==> config.mk <==
export PLATFORM = sky130hd
export DESIGN_NAME = jtcps1_prog_pack
export DESIGN_NICKNAME = d
export VERILOG_FILES = /design/src/rtl/jtcps1_pack_pkg.sv /design/src/rtl/jtcps1_pack_fifo.sv /design/src/rtl/jtcps1_prog_pack.sv
export SDC_FILE = /design/constraint.sdc
export NUM_CORES = 1
export LEC_CHECK = 0
export CAP_MARGIN = 30
export CORE_AREA = 2 2 182 184
export DETAILED_ROUTE_END_ITERATION = 10
export DIE_AREA = 0 0 184 186
export PLACE_DENSITY_LB_ADDON = 0.12
export SKIP_LAST_GASP = 1
export SYNTH_ARGS = -nofsm -noshare
export SYNTH_HDL_FRONTEND = slang
export SYNTH_HIERARCHICAL = 1
export SYNTH_SLANG_ARGS = --single-unit
==> constraint.sdc <==
create_clock -name clk -period 6.91 [get_ports clk]
set_input_delay 0.691 -clock clk [delete_from_list [all_inputs] [get_ports clk]]
set_output_delay 0.691 -clock clk [all_outputs]
set_load 0.01 [all_outputs]
==> src/rtl/jtcps1_pack_pkg.sv <==
// rtl/jtcps1_pack_pkg.sv - shared types and constants for the ROM-download write packer
// Contents: active-low byte-mask constants, 42-bit FIFO entry struct,
// pack FSM state encoding and the half-word merge helper.
package jtcps1_pack_pkg;

    localparam logic [1:0] MASK_LO = 2'b10;   // low byte only
    localparam logic [1:0] MASK_HI = 2'b01;   // high byte only
    localparam logic [1:0] MASK_W  = 2'b00;   // full word

    typedef struct packed {
        logic [1:0]  ba;
        logic [1:0]  mask;
        logic [15:0] data;
        logic [21:0] addr;
    } pack_entry_t;

    typedef enum logic {
        ST_EMPTY = 1'b0,
        ST_HALF  = 1'b1
    } pack_state_t;

    // Combine two complementary halves of the same word. The low lane comes
    // from whichever half carried MASK_LO, the high lane from the other one.
    function automatic pack_entry_t merge_halves(input pack_entry_t a, input pack_entry_t b);
        pack_entry_t lo;
        pack_entry_t hi;
        pack_entry_t m;
        lo     = (a.mask == MASK_LO) ? a : b;
        hi     = (a.mask == MASK_LO) ? b : a;
        m      = a;
        m.mask = MASK_W;
        m.data = {hi.data[15:8], lo.data[7:0]};
        return m;
    endfunction

endpackage

==> src/rtl/jtcps1_pack_fifo.sv <==
// rtl/jtcps1_pack_fifo.sv - small synchronous FIFO of packed SDRAM write entries
// Ports: clk, rst (sync, active high); push_a/din_a first entry, push_b/din_b
// second entry in the same cycle (only honoured together with push_a);
// pop; head (registered entry at the read pointer); full, empty, count.
// The caller guarantees there is room for every pushed entry.
import jtcps1_pack_pkg::*;

module jtcps1_pack_fifo #(
    parameter int AW = 2
) (
    input  logic        clk,
    input  logic        rst,
    input  logic        push_a,
    input  pack_entry_t din_a,
    input  logic        push_b,
    input  pack_entry_t din_b,
    input  logic        pop,
    output pack_entry_t head,
    output logic        full,
    output logic        empty,
    output logic [AW:0] count
);

    localparam int DEPTH = 1 << AW;

    pack_entry_t   mem [DEPTH];
    logic [AW-1:0] rd_ptr;
    logic [AW-1:0] wr_ptr;
    logic          do_pop;
    logic          do_push_b;
    logic [1:0]    npush;

    assign do_pop    = pop && !empty;
    assign do_push_b = push_a && push_b;
    assign npush     = {1'b0, push_a} + {1'b0, do_push_b};

    assign empty = (count == '0);
    assign full  = (count == (AW+1)'(DEPTH));
    assign head  = mem[rd_ptr];

    always_ff @(posedge clk) begin
        if (push_a)    mem[wr_ptr]           <= din_a;
        if (do_push_b) mem[wr_ptr + AW'(1)]  <= din_b;
    end

    // Pointers wrap naturally at DEPTH; a push and a pop on a full FIFO
    // leave the occupancy unchanged.
    always_ff @(posedge clk) begin
        if (rst) begin
            rd_ptr <= '0;
            wr_ptr <= '0;
            count  <= '0;
        end else begin
            wr_ptr <= wr_ptr + AW'(npush);
            rd_ptr <= rd_ptr + AW'(do_pop);
            count  <= count + (AW+1)'(npush) - (AW+1)'(do_pop);
        end
    end

endmodule

==> src/rtl/jtcps1_prog_pack.sv <==
// rtl/jtcps1_prog_pack.sv - merges byte-lane ROM-download writes into 16-bit SDRAM writes
// Upstream: prog_addr/prog_data/prog_mask/prog_ba/prog_we in, prog_rdy accept pulse out.
// SDRAM: sdram_addr/din/mask/ba and sdram_wr out (FIFO head), sdram_ack in (pop).
// Control: clk, rst (sync, active high), downloading (falling edge flushes),
// pack_busy out. Optional macro JTCPS1_PACK_CHK_EN adds pack_chk[15:0],
// a running sum of the enabled byte lanes of every word sent to SDRAM.
import jtcps1_pack_pkg::*;

module jtcps1_prog_pack #(
    parameter int         FIFO_AW = 2,
    parameter logic [5:0] TOUT    = 6'd32
) (
    input  logic        clk,
    input  logic        rst,
    input  logic        downloading,
    input  logic [21:0] prog_addr,
    input  logic [15:0] prog_data,
    input  logic [1:0]  prog_mask,
    input  logic [1:0]  prog_ba,
    input  logic        prog_we,
    output logic        prog_rdy,
    output logic [21:0] sdram_addr,
    output logic [15:0] sdram_din,
    output logic [1:0]  sdram_mask,
    output logic [1:0]  sdram_ba,
    output logic        sdram_wr,
    input  logic        sdram_ack,
    output logic        pack_busy
`ifdef JTCPS1_PACK_CHK_EN
    ,output logic [15:0] pack_chk
`endif
);

    localparam int DEPTH = 1 << FIFO_AW;

    pack_state_t      state;
    pack_entry_t      pend;
    logic [5:0]       cnt;
    logic             flush_req;
    logic             dl_q;

    pack_entry_t      new_e;
    pack_entry_t      head;
    pack_entry_t      din_a;
    pack_entry_t      din_b;
    logic             push_a;
    logic             push_b;
    logic             fifo_full;
    logic             fifo_empty;
    logic [FIFO_AW:0] fifo_count;

    logic             do_pop;
    logic [FIFO_AW:0] free;
    logic [1:0]       need;
    logic             dl_fall;
    logic             flush;
    logic             flush_go;
    logic             can_merge;
    logic             capture;

    assign new_e = '{ba: prog_ba, mask: prog_mask, data: prog_data, addr: prog_addr};

    assign do_pop  = sdram_ack && !fifo_empty;
    // A slot freed by this cycle's pop is usable by this cycle's push.
    assign free    = (FIFO_AW+1)'(DEPTH) - fifo_count + (FIFO_AW+1)'(do_pop);
    assign dl_fall = dl_q && !downloading;

    // A pending half leaves on timeout or on the end of the download; a
    // falling edge that arrives while the FIFO is full is remembered.
    assign flush    = (state == ST_HALF) && ((cnt == TOUT) || flush_req || dl_fall);
    assign flush_go = flush && (!fifo_full || do_pop);

    assign can_merge = (state == ST_HALF) && (pend.addr == prog_addr) && (pend.ba == prog_ba) &&
                       (((prog_mask == MASK_LO) && (pend.mask == MASK_HI)) ||
                        ((prog_mask == MASK_HI) && (pend.mask == MASK_LO)));

    // Slots the capture would consume: a lone half in EMPTY costs nothing,
    // a non-matching write in HALF also evicts the pending half.
    always_comb begin
        need = 2'd0;
        if (state == ST_EMPTY)
            need = (prog_mask == MASK_W) ? 2'd1 : 2'd0;
        else if (can_merge)
            need = 2'd1;
        else
            need = (prog_mask == MASK_W) ? 2'd2 : 2'd1;
    end

    assign capture = prog_we && !prog_rdy && !flush && (free >= (FIFO_AW+1)'(need));

    always_comb begin
        push_a = 1'b0;
        push_b = 1'b0;
        din_a  = new_e;
        din_b  = new_e;
        if (flush_go) begin
            push_a = 1'b1;
            din_a  = pend;
        end else if (capture) begin
            if (state == ST_EMPTY) begin
                push_a = (prog_mask == MASK_W);
            end else if (can_merge) begin
                push_a = 1'b1;
                din_a  = merge_halves(pend, new_e);
            end else begin
                push_a = 1'b1;
                din_a  = pend;
                push_b = (prog_mask == MASK_W);
            end
        end
    end

    always_ff @(posedge clk) begin
        if (rst) begin
            state     <= ST_EMPTY;
            pend      <= '0;
            cnt       <= '0;
            flush_req <= 1'b0;
            dl_q      <= 1'b0;
            prog_rdy  <= 1'b0;
        end else begin
            dl_q     <= downloading;
            prog_rdy <= capture;
            if (flush_go) begin
                state     <= ST_EMPTY;
                cnt       <= '0;
                flush_req <= 1'b0;
            end else if (capture) begin
                cnt <= '0;
                if (state == ST_HALF && can_merge) begin
                    state <= ST_EMPTY;
                end else if (prog_mask == MASK_W) begin
                    state <= ST_EMPTY;
                end else begin
                    pend  <= new_e;
                    state <= ST_HALF;
                end
            end else if (state == ST_HALF) begin
                if (cnt != TOUT) cnt <= cnt + 6'd1;
                if (dl_fall) flush_req <= 1'b1;
            end else begin
                cnt       <= '0;
                flush_req <= 1'b0;
            end
        end
    end

    jtcps1_pack_fifo #(.AW(FIFO_AW)) u_fifo (
        .clk    (clk),
        .rst    (rst),
        .push_a (push_a),
        .din_a  (din_a),
        .push_b (push_b),
        .din_b  (din_b),
        .pop    (sdram_ack),
        .head   (head),
        .full   (fifo_full),
        .empty  (fifo_empty),
        .count  (fifo_count)
    );

    // Outputs read zero while the FIFO is empty so stale memory never shows.
    assign sdram_wr   = !fifo_empty;
    assign sdram_addr = fifo_empty ? '0 : head.addr;
    assign sdram_din  = fifo_empty ? '0 : head.data;
    assign sdram_mask = fifo_empty ? '0 : head.mask;
    assign sdram_ba   = fifo_empty ? '0 : head.ba;
    assign pack_busy  = (state == ST_HALF) || !fifo_empty;

`ifdef JTCPS1_PACK_CHK_EN
    logic [15:0] chk;

    always_ff @(posedge clk) begin
        if (rst || (!dl_q && downloading))
            chk <= '0;
        else if (do_pop)
            chk <= chk + {head.mask[1] ? 8'h00 : head.data[15:8],
                          head.mask[0] ? 8'h00 : head.data[7:0]};
    end

    assign pack_chk = chk;
`endif

endmodule
* Word-level counts from Yosys, hierarchy flattened
Memories as Yosys holds them, arrays and structs flattened. A register that Yosys moved wholly into a read port is not among the register bits.
Cells that the tools add are included.
** Storage, ports and cells
- Memories :: 1
- Input port bits :: 47
- Register bits after elaboration :: 59
- Output and inout port bits :: 45
- Bits in writable memories :: 168
** Memory list
- u_fifo.mem :: words 4, width 42, rd ports 1, clocked after memory_dff 1, write ports 2, RTL line jtcps1_pack_fifo.sv:26 : pack_entry_t mem [DEPTH];
** Operators by class
- Reduce and logical (&&, ||, !) cells :: 30
- Muxes and demuxes :: 30
- Add/subtract/negate cells :: 9
- Magnitude comparators :: 1
- Bitwise gates (word level) :: 5
- Eq/ne operators :: 10
** Operators by type and width (number)
- 2-to-1 mux 42 bit :: 3
- 2-to-1 mux 40 bit :: 1
- 2-to-1 mux 38 bit :: 1
- 2-to-1 mux 30 bit :: 1
- equality test 22 bit :: 1
- 2-to-1 mux 22 bit :: 1
- 2-to-1 mux 1 bit :: 16
- 2-to-1 mux 16 bit :: 1
- logical AND 1 bit :: 14
- 2-to-1 mux 2 bit :: 6
- adder 6 x 1 -> 6 bit (second input constant) :: 1
- equality test 6 bit (second input constant) :: 1
- inequality test 6 bit (second input constant) :: 1
- zero test 1 bit :: 5
- logical OR 1 bit :: 5
- inverter 1 bit :: 5
- equality test 2 x 1 -> 1 bit (second input constant) :: 2
- equality test 2 bit (second input constant) :: 2
- AND reduction 4 bit :: 1
- OR reduction 4 bit :: 1
- adder 3 x 1 -> 3 bit :: 1
- adder 3 x 2 -> 3 bit :: 1
- equality test 3 bit (second input constant) :: 1
- >= comparator 3 x 2 -> 1 bit :: 1
- other kinds (12) :: 12

* Depth between registers and ports, before layout
Gate-level depths: netlist of run 1.
- Depth in word-level cells :: 14
- Mapped depth :: 19

* Cells and area by module
Netlist of run 1, hierarchy kept.
** By module, submodules not included
- jtcps1_pack_fifo :: seq. area each 5185.0 µm², area an instance 8628.3 µm², cells an instance 457, times used 1
- jtcps1_prog_pack :: seq. area each 1041.0 µm², area an instance 3733.6 µm², cells an instance 396, times used 1

* Worst setup path before layout of run 1
No wires, ideal clock.
- Path type :: reg2reg
- Start :: register u_fifo.count[2]
- End :: memory u_fifo/mem[2][0] in the netlist's numbering (enable)
- Setup slack :: 1951 ps
- Period minus slack after synthesis :: 4959 ps
- Library setup time :: 446 ps
- Stages on the path, launching flop included :: 13
- Required time :: 6464 ps
- Buffers on the path :: 0
- Data arrival time :: 4512 ps
- Cell sequence :: dfxtp_1 > nor3_1 > inv_1 > nand2_1 > ha_1 > inv_1 > ha_1 > ha_1 > a211oi_1 > nor3_1 > o21ai_0 > nand2b_1 > nor2b_1
** RTL lines
- start: declaration :: RTL line jtcps1_pack_fifo.sv:21 : output logic [AW:0] count
- start signal: assignment :: RTL line jtcps1_pack_fifo.sv:56 : count <= count + (AW+1)'(npush) - (AW+1)'(do_pop);
- end: declaration :: RTL line jtcps1_pack_fifo.sv:26

==> results.md, run 1 <==
- The power per standard cell area is 321 mW/mm².
- The type of the worst min-delay path is flip-flop to flip-flop.
- The DRC marker count from the first detailed-route iteration is 326.
- The clock insertion delay at the later pin of the skew report is 0.54 ns.
- The total count of hold-check failures in the final report is 0.
- The analysis attributes to cell leakage a power of 4.97 nW.
- The number of flops mapped to enable cells by yosys is 168.
- Counting instances in the post-synthesis netlist gives the leading cell types as edfxtp_1 (168), mux2_2 (149), dfxtp_1 (59), nor2b_1 (50), or2b_1 (50).
- No sink is reached through more buffers than the 3 on the longest clock path.
- The first global-routing pass estimated 44.4 mm of wire.
- The number of nets in the synthesized netlist is 910.
- The combined global-route utilization of all metal layers is 0.172.
- Buffers placed on the I/O ports in this run total 91.
- The element type at the critical path start is an input pin.
- The total number of yosys warnings is 6.
- The worst setup path is captured at a flip-flop.
- The worst-case IR drop observed on VDD is 0.229 mV.
- The clock-pin slew reported for the worst setup and hold paths after clock tree synthesis is 0.06 ns.
- TritonCTS built the clock tree.
- The via count of the first global-routing pass is 7324.
- After global routing the overflow that remains totals 0.
- The number of max-capacitance violations reported is 0.
- The horizontal die dimension is 184 µm.
- The relative slew slack is 0.424.
- The largest fanout on the critical path is 30.
- The most frequent cell after synthesis is edfxtp_1.
- The peak clock frequency supported by timing is 220 MHz.
- Each instance of the synthesized netlist takes up on average 14.5 µm².
- The overall via count from detail_route is 7114.
- The initial cell density of the core is 0.384.
- The net count reported at finish is 998.
- The final number of max-transition violations came to 0.
- The number of antenna-violating nets in the routed design is 0.
- Among all flip-flop cells after synthesis, the most frequent one is edfxtp_1.
- CTS built an H-tree with a depth of 1.
- The part of the power in registers is 0.384.
- The number of setup violations in the final report is 0.
- The count of cells in the finished layout, fillers not included, comes to 1369.
- The switching share of total power is 0.291.
- Dividing the detail-routed wire length by the instance count gives 21.1 µm.
- The overall routed net length is 28.9 mm.
- The floorplan has 66 rows.
- For this design, the CTS-stage hold fixing added 0 buffers.
- The area share of the largest cell type after synthesis is 0.408.
- The share of flip-flops with an asynchronous set or reset after synthesis is 0.
- The pin slew with the least headroom to its limit is 0.862 ns.
- The area growth from synthesis to layout is 17.4%.
- Counting the buffers created by CTS gives 26.
- After detailed routing, the number of remaining DRC violations is 0.
- The instance count of the mapped netlist is 853.
- In this run the cell area of the synthesized design comes to 0.0124 mm².
- Routability-driven placement finished with a final weighted congestion of 0.781.
- Summing internal, switching and leakage power gives 4.66 mW.
- Measured along the y axis, the die boundary spans 186 µm.
- Internal power comes to 3.31 mW.
- The cell sitting at the root of the clock tree is a clkbuf_16.
- The fraction of layout cells with a size suffix above 1 is 0.317.
- The flow ran to the end, and the final reports show no timing, DRC or antenna violations.
- The initial antenna violation count is 0.
- The final antenna diode count is 0.
- The share of total power dissipated in combinational logic is 0.328.
- Setup repair after global routing left no endpoint under its margin.
- The final period utilization is 0.657.
- The arrival time of the worst setup path is 4.81 ns.
- By area the synthesized netlist is led by edfxtp_1 (41%), mux2_2 (14%), dfxtp_1 (9.6%), mux4_2 (7.7%), mux2_4 (4.9%).
- The I/O pin count is 92.
- The relative contribution of the clock network to total power is 0.288.
- The floorplan step defined a die boundary enclosing 0.0342 mm².
- After floorplanning, the core was sized to cover 0.0322 mm².
- The number of flip-flops and latches in the synthesized netlist is 227.
- The maximum number of pins on one net before global-route repair is 95.
- For this design, the sink count on the clock tree is 227.
- Data on the critical path is required at its endpoint by 7.18 ns.
- Counting distinct cell types in the post-synthesis netlist gives 51.
- The setup path with the least slack is of type input pin to flip-flop.
- In this run, post-CTS repair resized a total of 0 instances.
- Once detailed placement completed, the half-perimeter wirelength came to 17.3 mm.
- After layout, the minimum clock period comes to 4.54 ns.
- The sequential-to-total area share from yosys stat is 0.504.
- The final clock skew is 0.0178 ns.
- The switching power of the nets is 1.35 mW.
- Of all cell types, the one taking the most synthesized area is edfxtp_1.
- The post-CTS setup buffer count is 0.
- The final total negative setup slack is 0 ns.
- The first TritonRoute pass finished after 4 iterations.
- Using the TritonRoute via totals, the vias-per-cell ratio works out to 5.20.
- The cell total after placement is 1320.
-- layout make-up --
type	count	area (µm²)
Multi-Input combinational cell	563	5810
Tap cell	408	510
Inverter	12	45.0
Fill cell	2913	17700
Timing Repair Buffer	111	1090
Sequential cell	227	6230
Clock buffer	40	764
Clock inverter	8	61.3
-- sequential cells by signal, summed over array words and instances, names as in the netlist --
name,cells
u_fifo/mem,168
dl_q,1
u_fifo/count,3
prog_rdy,1
u_fifo/wr_ptr,2
state,1
flush_req,1
pend,42
u_fifo/rd_ptr,2
cnt,6
-- kinds of logic after synthesis --
kind of cell    after synthesis  share of synthesized area
simple gates                202                      0.104
buf+inv                      63                     0.0301
xor+xnor                     38                     0.0269
flops                       227                      0.504
mux                         291                      0.311
compound gates               22                     0.0137
fa+ha+maj                    10                     0.0107
-- path summary, 6_finish.rpt --
| kind | startpoint | end | slack, ns | cells past startpoint |
|---|---|---|---|---|
| hold / removal | pend[29] | pend[29] | 0.47 | 2 |
| hold reg to reg | pend[29] | pend[29] | 0.47 | 2 |
| setup reg to reg | u_fifo/count[2] | u_fifo/mem[3][6] | 2.47 | 15 |
| setup / recovery | prog_mask[0] | u_fifo/mem[3][41] | 2.37 | 13 |
-- placed cells by master, fill, tap and decap left out, types with 2 or more instances in the layout --
master	count
o22ai_2	2
nor2b_1	49
nor3_1	4
edfxtp_1	168
mux2_2	149
or2b_1	50
nand2_1	4
a21oi_1	3
dfxtp_1	57
nand2b_1	33
clkbuf_16	27
clkbuf_1	9
nand3_1	8
mux4_2	42
inv_1	12
o21ai_0	5
ha_1	9
buf_4	16
clkdlybuf4s50_1	90
clkinv_1	5
mux2i_1	41
nor2_4	2
clkbuf_8	4
buf_2	2
o2bb2ai_1	4
nand4_1	11
xor2_1	5
nor2_1	18
mux2_4	40
mux2_1	19
a211oi_1	2
nor4_1	4
xnor2_1	33
dfxtp_4	2
-- worst max-delay path, stage by stage --
cell and delay (ns):
clkdlybuf4s50_1 0.57, nor2_1 0.33, xnor2_1 0.16, ha_1 0.24
nand2b_1 0.14, a211oi_1 0.44, nor3_1 0.19, o21ai_0 0.11
nand2b_1 0.19, nand2_2 0.19, or3_2 0.49, buf_4 0.63
mux2_2 0.40
-- power groups by stage --
stage / Combinational [mW] / Clock (mW) / Sequential [mW]
after floorplan: 1.05 / 0 / 1.74
after global placement: 1.48 / 0 / 1.87
after detailed placement: 1.56 / 0 / 1.82
after CTS: 1.57 / 1.38 / 1.80
after global routing: 1.67 / 1.43 / 1.82
final: 1.53 / 1.34 / 1.79
-- through the flow --
step / instance area (µm²) / hold slack [ns] / util / setup WS [ns]
after CTS: 14500 / 0.474 / 0.451 / 2.26
after detailed placement: 13700 / 0.464 / 0.425 / 1.72
final: 14500 / 0.472 / 0.451 / 2.37
after global routing: 14500 / 0.495 / 0.451 / 2.01
after floorplan: 12400 / 0.446 / - / 1.95
after global placement: 13600 / 0.457 / 0.423 / 1.75
-- routing by layer --
layer	vias up	share of wire	global-route usage
met5	-	0	0
met4	0	0.019	0.0419
li1	3369	-	-
met1	3597	0.48	0.244
met2	111	0.47	0.283
met3	37	0.029	0.0196
(Power assumes the default switching activity.)
==> run 2, diff against run 1 <==
clock period = 4.2 ns   (was 6.91 ns; I/O delays follow)
==> results.md, run 2 (synthesized netlist as in run 1, its figures left out) <==
- The flow ran to the end, and the final reports show no timing, DRC or antenna violations.
- The number of hold buffers added after CTS is 0.
- The reg-to-reg startpoint is u_fifo/count[2].
- The clock period could shrink to 3.74 ns.
- The most frequent cell on the critical path is ha_1.
- The clock tree root driver cell is clkbuf_16.
- The worst-case hold path end point is pend[28].
- The hold-critical path depth is 2.
- The number of buffers added by the clock tree synthesis step is 27.
- Of the total power, registers draw 0.386.
- Max-cap violations in this run came to 0.
- The register with the most flip-flops in the layout has 168 of them.
- Summed over all nets, the half-perimeter wirelength after detailed placement is 17.8 mm.
- The critical path goes through nor3_2, inv_1, nand2_1, ha_1, inv_1, ha_1, ha_1, a211oi_1, nor3_1, o21ai_0, nand2b_1, nor2b_1, xnor2_1, ha_1, inv_1, fa_1, xnor2_1, xnor2_1, nor2_1.
- For flop-to-flop paths, the worst setup slack is 0.46 ns.
- The data required time of the worst path is 4.58 ns.
- At the placement stage, the worst setup path has a slack of 0.206 ns.
- The total grt overflow is 0.
- In this run, the number of DRC markers left after iteration 0 of detailed routing was 399.
- On the worst path, the slowest cell contributes a delay of 0.41 ns.
- Row generation in the floorplan step produced 66 rows.
- On the final layout, the worst clock skew is 0.0143 ns.
- The cell count of the worst reg-to-reg path is 19.
- Pin placement for this block handled 92 I/O pins.
- Clock-pin slew was measured on the worst setup and hold paths at 0.06 ns.
- The post-CTS setup buffer count is 0.
- The initial cell density of the core is 0.384.
- The share of total power dissipated in combinational logic is 0.331.
- The final period utilization is 0.890.
- STA classifies the critical path endpoint as a flip-flop.
- Relative to the synthesized area, the layout overhead comes to 18.8%.
- The deepest level of the CTS H-tree is 1.
- In this run the power density over the cells is 523 mW/mm².
- For the worst setup path, the data arrival time is 4.12 ns.
- Including well taps, the total number of placed cells is 1333.
- The first global-routing pass estimated 45.0 mm of wire.
- The DRC violation count after routing is 0.
- The met2 wire length is 13.7 mm.
- For this run, the detailed router's first-pass iteration total came to 4.
- The total length of routed met3 wires is 1.01 mm.
- Measured along the y axis, the die boundary spans 186 µm.
- The overall routed net length is 29.4 mm.
- The worst-case clock buffer depth is 3.
- The total count of hold-check failures in the final report is 0.
- The share of total power dissipated in the clock network is 0.283.
- Once the clock tree was built, the resizer swapped 0 gates to a different size.
- The count of nets left with antenna violations once routing finished came out at 0.
- The design draws 7.68 mW.
- The wire length per cell after detailed routing is 21.3 µm.
- Setup violations remaining at the end of the flow were counted as 0.
- The number of cells in the finished layout apart from fillers is 1381.
- The library cell used most frequently in the layout, excluding fill and tap cells, is edfxtp_1.
- The port buffer count is 91.
- The relative slew slack is 0.378.
- The initial antenna violation count is 1.
- The area enclosed by the die boundary is 0.0342 mm².
- The peak clock frequency supported by timing is 267 MHz.
- The final number of max-transition violations is 0.
- The net count reported at finish is 1011.
- Entering global routing, the biggest net connects 56 pins.
- The endpoint identified for the worst register-to-register timing path is u_fifo/count[2].
- The repair_antennas step left the layout with diodes totalling 0.
- For this block, the via count after detailed routing is 7132.
- The total routed wire length on the met1 layer is 14.2 mm.
- The clock insertion delay at the later pin of the skew report is 0.53 ns.
- The path type of the worst setup path is flip-flop to flip-flop.
- Of the total power, the share spent switching nets is 0.291.
- The clock tree from TritonCTS is yes.
- In this run the worst path has a maximum fanout of 6.
- The largest registers in the layout are u_fifo/mem (168), pend (42), cnt (6).
- The pin slew with the least headroom to its limit is 0.933 ns.
- Once routing completed, OpenROAD measured the worst setup slack at 0.461 ns.
- The via count of the first global-routing pass is 7383.
- The type of the worst min-delay path is flip-flop to flip-flop.
- The count of filler cells inserted in the layout is 2869.
- The maximum vdd ir drop is 0.370 mV.
- Together, buffers and inverters on the worst path number 3.
- In this run the top signal layer used is met5.
- The analysis attributes to cell leakage a power of 5.06 nW.
- The family with the most delay on the worst path is adder cells.
- The internal portion of the total power is 5.45 mW.
- The library cells used most frequently in the layout, excluding fill and tap cells, are edfxtp_1 (168), mux2_2 (149), clkdlybuf4s50_1 (90).
- The combined global-route utilization of all metal layers is 0.175.
- The vias per cell is 5.16.
- In the final layout, the share of cells above drive strength 1 is 0.327.
- More flip-flops sit in one register than any other, and that register is u_fifo/mem.
- The element type at the critical path start is a flip-flop.
- The die is 184 µm wide.
- The switching power of the nets is 2.23 mW.
- The startpoint identified for the worst hold timing path is pend[28].
- The number of clock sinks is 227.
- The congestion estimate from routability-driven global placement came to 0.750.
- Setup repair after global routing left no endpoint under its margin.
- The core region is 0.0322 mm².
- The slowest stage of the critical path belongs to the cell a211oi_1.
[run 2: changes by cell type in the layout (fill, tap and decap cells not counted), moves of 2 or more]
cell / delta
clkinv_2: +3
clkinv_1: -2
buf_4: +6
buf_12: +9
[run 2: final cells by class]
| cell class | instances | area (µm²) | area share |
|---|---|---|---|
| clock buffers | 40 | 754 | 0.0514 |
| clock inverters | 8 | 61.3 | 0.00418 |
| inverters | 12 | 45.0 | 0.00307 |
| multi-input cells | 563 | 5810 | 0.395 |
| flip-flops and latches | 227 | 6230 | 0.425 |
| well taps | 408 | 510 | 0.0348 |
| repair buffers | 123 | 1270 | 0.0866 |
[run 2: worst max path at each step]
stage	from	end	slack, ns	cells after the start
after floorplan	u_fifo/count[2]	u_fifo/mem[1][0]	-0.74	13
after global routing	u_fifo/count[2]	u_fifo/count[2]	0.13	19
final	u_fifo/count[2]	u_fifo/count[2]	0.46	19
after global placement	prog_mask[1]	u_fifo/count[2]	0.24	17
after detailed placement	prog_mask[1]	u_fifo/count[2]	0.21	17
after CTS	u_fifo/count[2]	u_fifo/count[2]	0.45	19
[run 2: power groups by stage]
stage / combinational (mW) / sequential (mW) / clock, mW
final: 2.54 / 2.97 / 2.18
after floorplan: 1.73 / 2.85 / 0
after CTS: 2.59 / 2.98 / 2.25
after global routing: 2.78 / 3.01 / 2.34
after global placement: 2.57 / 3.03 / 0
after detailed placement: 2.57 / 3.03 / 0
[run 2: metal layers]
layer | track usage | vias to the layer above
met5 | 0 | -
met4 | 0.0381 | 2
met3 | 0.0229 | 35
met2 | 0.290 | 118
met1 | 0.247 | 3581
li1 | - | 3396
[run 2: stage by stage]
step	hold WS (ns)	TNS (ns)	util	instance area [µm²]
after floorplan	0.446	-62.35	-	12400
after CTS	0.473	0	0.456	14700
after global routing	0.493	0	0.456	14700
after detailed placement	0.464	0	0.431	13900
final	0.475	0	0.456	14700
after global placement	0.458	0	0.431	13900
[run 2: worst min-delay path, cell delays in order (launching register included)]
cell and delay [ns]:
dfxtp_1 0.31, nand2b_1 0.06, mux2i_1 0.05
